## config.mk

```make
export PLATFORM = sky130hd
export DESIGN_NAME = sram_access_sequencer
export DESIGN_NICKNAME = d
export VERILOG_FILES = /design/src/rtl/sram_access_sequencer.sv
export SDC_FILE = /design/constraint.sdc
export NUM_CORES = 1
export LEC_CHECK = 0
export CORE_UTILIZATION = 50
export CTS_CLUSTER_SIZE = 10
export DETAILED_ROUTE_END_ITERATION = 12
export HOLD_SLACK_MARGIN = 0.03
export PLACE_DENSITY_LB_ADDON = 0.1
export SYNTH_ARGS = -nofsm -noshare
export SYNTH_HDL_FRONTEND = slang
export SYNTH_SLANG_ARGS = --single-unit
```

## constraint.sdc

```tcl
create_clock -name clk -period 6 [get_ports clk]
set_input_delay 1.8 -clock clk [delete_from_list [all_inputs] [get_ports clk]]
set_output_delay 1.8 -clock clk [all_outputs]
set_load 0.03 [all_outputs]
```

## src/rtl/sram_access_sequencer.sv

```systemverilog
// sram_access_sequencer: round-robin arbiter plus fixed strobe sequencer for an
// 8-bit SRAM whose read path runs through a hex inverter and a bus transceiver.
// Every transaction runs IDLE -> SETUP -> ACCESS (WAIT_CYCLES) -> RECOVER.
// All outputs are registered; the output decode looks at the *next* state so
// the strobes line up with the state the FSM is entering.
module sram_access_sequencer #(
    parameter int AW          = 8,
    parameter int DW          = 8,
    parameter int WAIT_CYCLES = 1,  // legal range 1..15
    parameter int INVERT_READ = 1
) (
    input  logic          clk,
    input  logic          rst,
    input  logic          req0,
    input  logic          we0,
    input  logic [AW-1:0] addr0,
    input  logic [DW-1:0] wdata0,
    input  logic          req1,
    input  logic          we1,
    input  logic [AW-1:0] addr1,
    input  logic [DW-1:0] wdata1,
    output logic          ack0,
    output logic          ack1,
    output logic [DW-1:0] rdata,
    output logic [AW-1:0] ram_a,
    output logic [DW-1:0] ram_d,
    output logic          ram_cs_n,
    output logic          ram_we_n,
    input  logic [DW-1:0] bus_in,
    output logic          bt_oe_n,
    output logic          bt_dir,
    output logic          busy
);

    typedef enum logic [1:0] {
        ST_IDLE,
        ST_SETUP,
        ST_ACCESS,
        ST_RECOVER
    } state_t;

    // ACCESS counter is loaded with WAIT_CYCLES-1 and counts down to zero.
    localparam logic [3:0] CNT_LOAD = 4'(WAIT_CYCLES - 1);

    state_t        state_q, state_d;
    logic [3:0]    cnt_q, cnt_d;
    logic          own_q, own_d;     // 1 = requester 1 owns the transaction
    logic          last_q, last_d;   // 1 = requester 1 was served last
    logic          we_q, we_d;
    logic [AW-1:0] addr_q, addr_d;
    logic [DW-1:0] wdata_q, wdata_d;
    logic [DW-1:0] rdata_q, rdata_d;
    logic [AW-1:0] ram_a_q, ram_a_d;
    logic [DW-1:0] ram_d_q, ram_d_d;
    logic          ram_cs_n_q, ram_cs_n_d;
    logic          ram_we_n_q, ram_we_n_d;
    logic          bt_oe_n_q, bt_oe_n_d;
    logic          bt_dir_q, bt_dir_d;
    logic          ack0_q, ack0_d;
    logic          ack1_q, ack1_d;
    logic          busy_q, busy_d;
    logic          gnt1;

    // Next-state logic: arbitration, transaction latch, ACCESS countdown, read capture.
    always_comb begin
        // NOTE: every signal gets a default before the case so no path infers a latch.
        state_d = state_q;
        cnt_d   = cnt_q;
        own_d   = own_q;
        last_d  = last_q;
        we_d    = we_q;
        addr_d  = addr_q;
        wdata_d = wdata_q;
        rdata_d = rdata_q;
        gnt1    = 1'b0;
        case (state_q)
            ST_IDLE: begin
                if (req0 || req1) begin
                    // Requester 1 wins when alone, or when both ask and 0 went last.
                    gnt1    = req1 && (!req0 || !last_q);
                    own_d   = gnt1;
                    last_d  = gnt1;
                    we_d    = gnt1 ? we1 : we0;
                    addr_d  = gnt1 ? addr1 : addr0;
                    wdata_d = gnt1 ? wdata1 : wdata0;
                    state_d = ST_SETUP;
                end
            end
            ST_SETUP: begin
                cnt_d   = CNT_LOAD;
                state_d = ST_ACCESS;
            end
            ST_ACCESS: begin
                if (cnt_q == 4'd0) begin
                    state_d = ST_RECOVER;
                    // Last ACCESS cycle: RAM data has settled through the inverter.
                    if (!we_q) begin
                        rdata_d = (INVERT_READ != 0) ? ~bus_in : bus_in;
                    end
                end else begin
                    cnt_d = cnt_q - 4'd1;
                end
            end
            ST_RECOVER: begin
                state_d = ST_IDLE;
            end
            default: begin
                state_d = ST_IDLE;
            end
        endcase
    end

    // Output decode from the state being entered, so registered strobes match it.
    always_comb begin
        ram_cs_n_d = 1'b1;
        ram_we_n_d = 1'b1;
        bt_oe_n_d  = 1'b1;
        bt_dir_d   = 1'b1;
        ack0_d     = 1'b0;
        ack1_d     = 1'b0;
        ram_a_d    = ram_a_q;
        ram_d_d    = ram_d_q;
        busy_d     = (state_d != ST_IDLE);
        case (state_d)
            ST_SETUP: begin
                ram_cs_n_d = 1'b0;
                ram_a_d    = addr_d;
                if (we_d) begin
                    ram_d_d  = wdata_d;
                    bt_dir_d = 1'b0;
                end
            end
            ST_ACCESS: begin
                ram_cs_n_d = 1'b0;
                if (we_d) begin
                    ram_we_n_d = 1'b0;
                    bt_dir_d   = 1'b0;
                end else begin
                    bt_oe_n_d = 1'b0;
                end
            end
            ST_RECOVER: begin
                // Chip select held one more cycle for address/data hold time.
                ram_cs_n_d = 1'b0;
                bt_dir_d   = !we_d;
                ack0_d     = !own_d;
                ack1_d     = own_d;
            end
            default: begin
            end
        endcase
    end

    // State and output registers; reset parks every strobe inactive at once.
    always_ff @(posedge clk or posedge rst) begin
        if (rst) begin
            state_q    <= ST_IDLE;
            cnt_q      <= 4'd0;
            own_q      <= 1'b0;
            last_q     <= 1'b1;  // pretend requester 1 went last so req0 wins first
            we_q       <= 1'b0;
            addr_q     <= '0;
            wdata_q    <= '0;
            rdata_q    <= '0;
            ram_a_q    <= '0;
            ram_d_q    <= '0;
            ram_cs_n_q <= 1'b1;
            ram_we_n_q <= 1'b1;
            bt_oe_n_q  <= 1'b1;
            bt_dir_q   <= 1'b1;
            ack0_q     <= 1'b0;
            ack1_q     <= 1'b0;
            busy_q     <= 1'b0;
        end else begin
            // NOTE: non-blocking so every flop samples the pre-edge value of its _d.
            state_q    <= state_d;
            cnt_q      <= cnt_d;
            own_q      <= own_d;
            last_q     <= last_d;
            we_q       <= we_d;
            addr_q     <= addr_d;
            wdata_q    <= wdata_d;
            rdata_q    <= rdata_d;
            ram_a_q    <= ram_a_d;
            ram_d_q    <= ram_d_d;
            ram_cs_n_q <= ram_cs_n_d;
            ram_we_n_q <= ram_we_n_d;
            bt_oe_n_q  <= bt_oe_n_d;
            bt_dir_q   <= bt_dir_d;
            ack0_q     <= ack0_d;
            ack1_q     <= ack1_d;
            busy_q     <= busy_d;
        end
    end

    assign ack0     = ack0_q;
    assign ack1     = ack1_q;
    assign rdata    = rdata_q;
    assign ram_a    = ram_a_q;
    assign ram_d    = ram_d_q;
    assign ram_cs_n = ram_cs_n_q;
    assign ram_we_n = ram_we_n_q;
    assign bt_oe_n  = bt_oe_n_q;
    assign bt_dir   = bt_dir_q;
    assign busy     = busy_q;

endmodule

```

# Yosys cells after proc, flatten, opt, wreduce, memory -nomap -nowiden
# Index checks and enable logic that the tools add are counted.
dict set report word_totals {
  elab_cells 68
  output_inout_bits 31
  input_bits 46
  register_bits 56
}
dict set report classes {
  n_reduce_logical 17
  mux 24
  n_addsub 1
  bitwise_logic 2
  eq_ne 7
}
# operator n
set op_table {}
lappend op_table {{8-bit two-way mux} 6}
lappend op_table {{1-bit two-way mux} 12}
lappend op_table {{2-bit equality test, second input constant} 4}
lappend op_table {{8-bit inverter} 1}
lappend op_table {{2-bit one-hot mux with 4 select lines} 1}
lappend op_table {{4-bit one-hot mux with 2 select lines} 1}
lappend op_table {{2-bit AND reduction} 3}
lappend op_table {{2-bit by 1-bit equality test with 1-bit output, second input constant} 2}
lappend op_table {{1-bit zero test} 4}
lappend op_table {{4-bit zero test} 1}
lappend op_table {{2-bit two-way mux} 2}
lappend op_table {{4-bit two-way mux} 1}
lappend op_table {{2-bit nonzero test} 2}
lappend op_table {{4-bit by 1-bit subtractor with 4-bit output, second input constant} 1}
lappend op_table {{3-bit AND reduction} 1}
lappend op_table {{3-bit OR reduction} 1}
lappend op_table {{2-bit zero test} 1}
lappend op_table {{1-bit logical OR} 2}
lappend op_table {{2-bit != test, second input constant} 1}
lappend op_table {{1-bit one-hot mux with 2 select lines} 1}
lappend op_table {{2-bit OR reduction} 1}
lappend op_table {{1-bit logical AND} 1}
lappend op_table {{1-bit inverter} 1}

# Longest topological paths before layout
dict set report depth {
  depth_word 8
  mapped_depth 11
  depth_no_buf 9
}

# Least setup slack after synthesis
# OpenSTA, ideal clock, no wires.
dict set report synth_timing {
  path_kind {input -> register}
  startpoint {input req1}
  endpoint {register ram_d_q[0] (netlist: ram_d[0])}
  n_path_buf 1
  slack_ns 2.506
  t_arrival_ns 3.369
  setup_ns 0.125
  path_stages 8
  cell_sequence {o21ai_0 o21ai_0 o22a_1 ha_1 clkbuf_1 o21ai_0 a21oi_4 mux2_2}
}
dict set report synth_between {
  elab_chain_cells 5
  elab_cells_between_ends 12
  classes_between {eq/ne: 1; mux: 8; reduce/logical: 3}
}
# item line
set synth_lines {}
lappend synth_lines {{start, declared} 18} ;# input logic req1,
lappend synth_lines {{1-bit logical OR} 78} ;# if (req0 || req1) begin
lappend synth_lines {{2-bit two-way mux} 78}
lappend synth_lines {{2-bit one-hot mux with 4 select lines} 76} ;# case (state_q)
lappend synth_lines {{named net state_d[0]} 45} ;# state_t state_q, state_d;
lappend synth_lines {{2-bit by 1-bit equality test with 1-bit output} 124} ;# case (state_d)
lappend synth_lines {{2-bit AND reduction (no source line)} --}
lappend synth_lines {{end signal, assigned} 185} ;# ram_d_q <= ram_d_d;
lappend synth_lines {{end, declared} 54} ;# logic [DW-1:0] ram_d_q, ram_d_d;
# The timed path passes the listed nets, and every way through them passes these cells.
# A chain may end at the register's enable or synchronous reset.

# Final worst setup path
dict set report layout_timing {
  startpoint {input req0}
  endpoint {register ram_d_q[7] (netlist: ram_d[7])}
}
dict set report layout_between {
  elab_cells_between_ends 14
  classes_between {eq/ne: 1; mux: 8; reduce/logical: 5}
}
# item line
set layout_lines {}
lappend layout_lines {{start, declared} 14} ;# input logic req0,
lappend layout_lines {{1-bit logical OR} 78}
lappend layout_lines {{2-bit two-way mux} 78}
lappend layout_lines {{2-bit one-hot mux with 4 select lines} 76}
lappend layout_lines {{named net state_d[0]} 45}
lappend layout_lines {{2-bit by 1-bit equality test with 1-bit output} 124}
lappend layout_lines {{2-bit AND reduction (no source line)} --}
# The timed path passes the listed nets, and every way through them passes these cells.

==> qor.log <==
INFO  yosys          synth_cells=207
INFO  global_route   grt_pass1_vias=1858
INFO  yosys          synth.top_cells.by_area=dfrtp_1 52%, mux2_2 7.8%, o32ai_1 5.7%
INFO  pwr            p_leak=1.33nW
INFO  critical_path  crit_path_frequent_cell=o21ai_0
INFO  floorplan      io_pins=77
INFO  critical_path  critical_path_arrival=4.17ns
INFO  route          routedWlPerCell=14.8um
INFO  pwr            vdd_drop_max=0.301mV
INFO  layout         fraction_of_final_layout_cells_with_drive_strength_greater_than_1=13.2%
INFO  critical_path  timing.critical_path.depth=8
INFO  yosys          synth_largest_type_area_fraction=52.0%
INFO  clocking       postCtsSetupBuffers=0
INFO  sta            rsz_0062_raised_after_global_routing=false
INFO  clocking       holdBufCountCts=0
INFO  global_route   grt_pass1_wl=8360um
INFO  floorplan      die_width=72.1um
INFO  sta            max-slew-margin-rel=24.5%
INFO  yosys          synth_largest_area_cell=dfrtp_1
INFO  place          placed_cells=340
INFO  yosys          ys_ff_latch=56
INFO  floorplan      die_height=72.1um
INFO  run            maxcap_violations=0
INFO  layout         area_of_all_placed_cells_without_fillers=0.00333mm^2
INFO  sta            tightestPinTransition=1.13ns
INFO  sta            period_minus_slack=3.98ns
INFO  place          placedInstanceArea=0.00324mm^2
INFO  critical_path  reg2reg_slack=2.89ns
INFO  layout         n_antenna_cell=0
INFO  route          drt_iter0_markers=48
INFO  clocking       clk_pin_slew_worst_paths=0.09ns
INFO  yosys          syn-num-nets=264
INFO  sta            clock-skew-final=0.00729ns
INFO  hold_path      min-delay-path-class=register to register
INFO  global_route   grt-ovfl-total=0
INFO  yosys          syn-cell-area=0.00245mm^2
INFO  critical_path  cpPeakStageDelay=0.57ns
INFO  layout         nets_finish=337
INFO  clocking       tritoncts.num_buffers=5
INFO  clocking       cts_resized=0
INFO  global_route   groute.layer.met1.usage=25.3%
INFO  sta            whs=0.516ns
INFO  pwr            totalPowerFinal=1.80mW
INFO  global_route   groute.layer.met2.usage=36.2%
INFO  critical_path  required=6.20ns
INFO  critical_path  setup.worst_path.end_class=register
INFO  critical_path  ff2ff_path_depth=9
INFO  layout         flow.area_growth_from_synthesis=35.8%
INFO  yosys          avgSynthCellArea=11.9um^2
INFO  critical_path  path_buf_inv=1
INFO  floorplan      floorplan.initialDensity=52.0%
INFO  route          remaining_drc_errors=0
INFO  clocking       tritoncts=built
INFO  global_route   use_met3=4.72%
INFO  critical_path  worst_setup_path_endpoint=ram_d[7]$_DFFE_PP0P_
INFO  floorplan      fp-row-count=25
INFO  pwr            pwr_density_cell=540mW/mm^2
INFO  critical_path  critical_path.cell_chain=clkdlybuf4s50_1, o21ai_0, o21ai_0, o22a_1, ha_1, o21ai_0, a21oi_4, mux2_2
INFO  clocking       clock-root-buffer=clkbuf_8
INFO  sta            timing.fmax=0.251GHz
INFO  sta            period_share=66.3%
INFO  clocking       cts_num_sinks=56
INFO  place          io_buffers=76
INFO  place          routabilityCongestion=0.791
INFO  sta            hold_violations_final=0
INFO  critical_path  cp-startpoint=req0
INFO  floorplan      coreArea=0.00472mm^2
INFO  yosys          synth_edf_count=0
INFO  route          drt-pass1-iter-count=4
INFO  floorplan      die_area=0.00519mm^2
INFO  critical_path  path_max_fanout=9
INFO  run_status     outcome=finished clean
INFO  yosys          synthTopCellsByCount=51 x dfrtp_1, 27 x nor2_1, 17 x mux2_2, 16 x o32ai_1, 15 x a21oi_1
INFO  yosys          synthDistinctLibCells=33
INFO  critical_path  cp-start-kind=input pin
INFO  global_route   grt_antenna_before_repair=0
INFO  sta            report.final.slew_viol_count=0
INFO  layout         instances_no_fill=348
INFO  place          post-dp-hpwl=3710um
INFO  sta            report.final.setup_viol=0
INFO  critical_path  cpMaxStageDelayCell=clkdlybuf4s50_1
INFO  critical_path  r2r_path_start=cnt_q[0]$_DFFE_PP0P_
INFO  route          antenna_left=0
INFO  yosys          synth_warnings=0
INFO  route          avgViaCountPerCell=5.30
INFO  yosys          synth.most_common_cell=dfrtp_1
INFO  clocking       clockBufferDepth=2
INFO  yosys          synth_top_flop_cell=dfrtp_1
INFO  clocking       clock_insertion_delay_worst_skew=0.31ns
INFO  route          num_vias=1843
INFO  global_route   gr-usage-all-layers=21.3%
INFO  clocking       cts-htree-levels=2
INFO  route          route.final.wire_length=5170um
INFO  layout         nFillCells=357
INFO  critical_path  critical_path.top_delay_family=compound AO/OA/AOI/OAI gates
INFO  critical_path  critical_path_class=input pin to register
INFO  yosys          yosysSeqAreaShare=57.3%
INFO  hold_path      holdCritStartpoint=ram_d[5]$_DFFE_PP0P_
INFO  global_route   gr-max-usage-layer=met2
INFO  yosys          synth_async_sr_flop_share=100%
INFO  critical_path  worst_r2r_end=ram_d[7]$_DFFE_PP0P_
INFO  global_route   pin_count_of_the_biggest_net_entering_global_routing=57
INFO  sta            tns=0ns
## sequential cells by signal, indices dropped and copies added (netlist names)
register / cells
ack1: 1
addr_q: 8
ram_d: 8
cnt_q: 4
busy: 1
bt_oe_n: 1
ack0: 1
last_q: 1
own_q: 1
wdata_q: 8
ram_we_n: 1
we_q: 1
ram_cs_n: 1
ram_a: 8
state_q: 2
rdata: 8
bt_dir: 1
## final cells by class
type / count / area (um^2) / share of cell area, %
inverter: 9 / 33.8 / 1.01
tap: 67 / 83.8 / 2.51
sequential: 56 / 1410 / 42.2
multi-input combinational: 131 / 951 / 28.5
clock buffer: 8 / 90.1 / 2.70
timing repair buffer: 77 / 768 / 23.0
## kinds of logic (layout without fill, tap and decap cells)
group           after synthesis  after routing  synth area share, %
flops                        56             56                 57.3
simple gates                 52             52                 9.79
buf+inv                      20             94                 3.92
compound gates               48             48                 14.4
xor+xnor                      1              1                0.357
fa+ha+maj                    11             11                 5.61
mux                          19             19                 8.61
## where the power goes
part | switching (mW) | internal, mW | total, mW
Clock | 0.114 | 0.0944 | 0.208
Combinational | 0.544 | 0.420 | 0.964
Sequential | 0.0716 | 0.557 | 0.628
Total | 0.729 | 1.07 | 1.80
## cell usage in the layout (no fill, tap or decap)
master / instances
a21bo_2: 1
a21oi_1: 15
a21oi_2: 2
a21oi_4: 1
a32o_1: 1
and2_1: 2
buf_4: 1
clkbuf_1: 2
clkbuf_8: 6
clkdlybuf4s50_1: 76
dfrtp_1: 51
dfstp_2: 5
ha_1: 11
inv_1: 7
inv_2: 2
mux2_2: 17
mux2i_1: 2
nand2_1: 8
nand2b_1: 1
nand3_1: 1
nor2_1: 27
nor2b_1: 2
nor3_1: 9
nor3b_4: 1
o21a_1: 1
o21ai_0: 6
o21bai_1: 1
o22a_1: 1
o22ai_1: 1
o31ai_1: 1
o32ai_1: 16
o32ai_2: 1
or3b_1: 1
xnor2_1: 1
## metal layers
metal / up-vias / wire, um
li1: 879 / -
met1: 906 / 2220
met2: 47 / 2610
met3: 11 / 209
met4: 0 / 127
met5: - / 0
## worst min path at each step
stage	slack, ns	to	cells after the start
after detailed placement	0.50	ram_a[6]$_DFFE_PP0N_	1
after floorplan	0.47	cnt_q[2]$_DFFE_PP0P_	1
after CTS	0.52	ram_d[1]$_DFFE_PP0P_	1
final	0.52	ram_d[5]$_DFFE_PP0P_	1
after global routing	0.53	ram_d[5]$_DFFE_PP0P_	1
after global placement	0.49	ram_a[1]$_DFFE_PP0N_	1
## per-stage QoR
step | util [%] | setup slack [ns]
after floorplan | - | 2.51
after global placement | 68.7 | 1.79
after detailed placement | 68.7 | 1.72
after CTS | 70.6 | 2.03
after global routing | 70.6 | 1.86
final | 70.6 | 2.02
(Power assumes the default switching activity.)
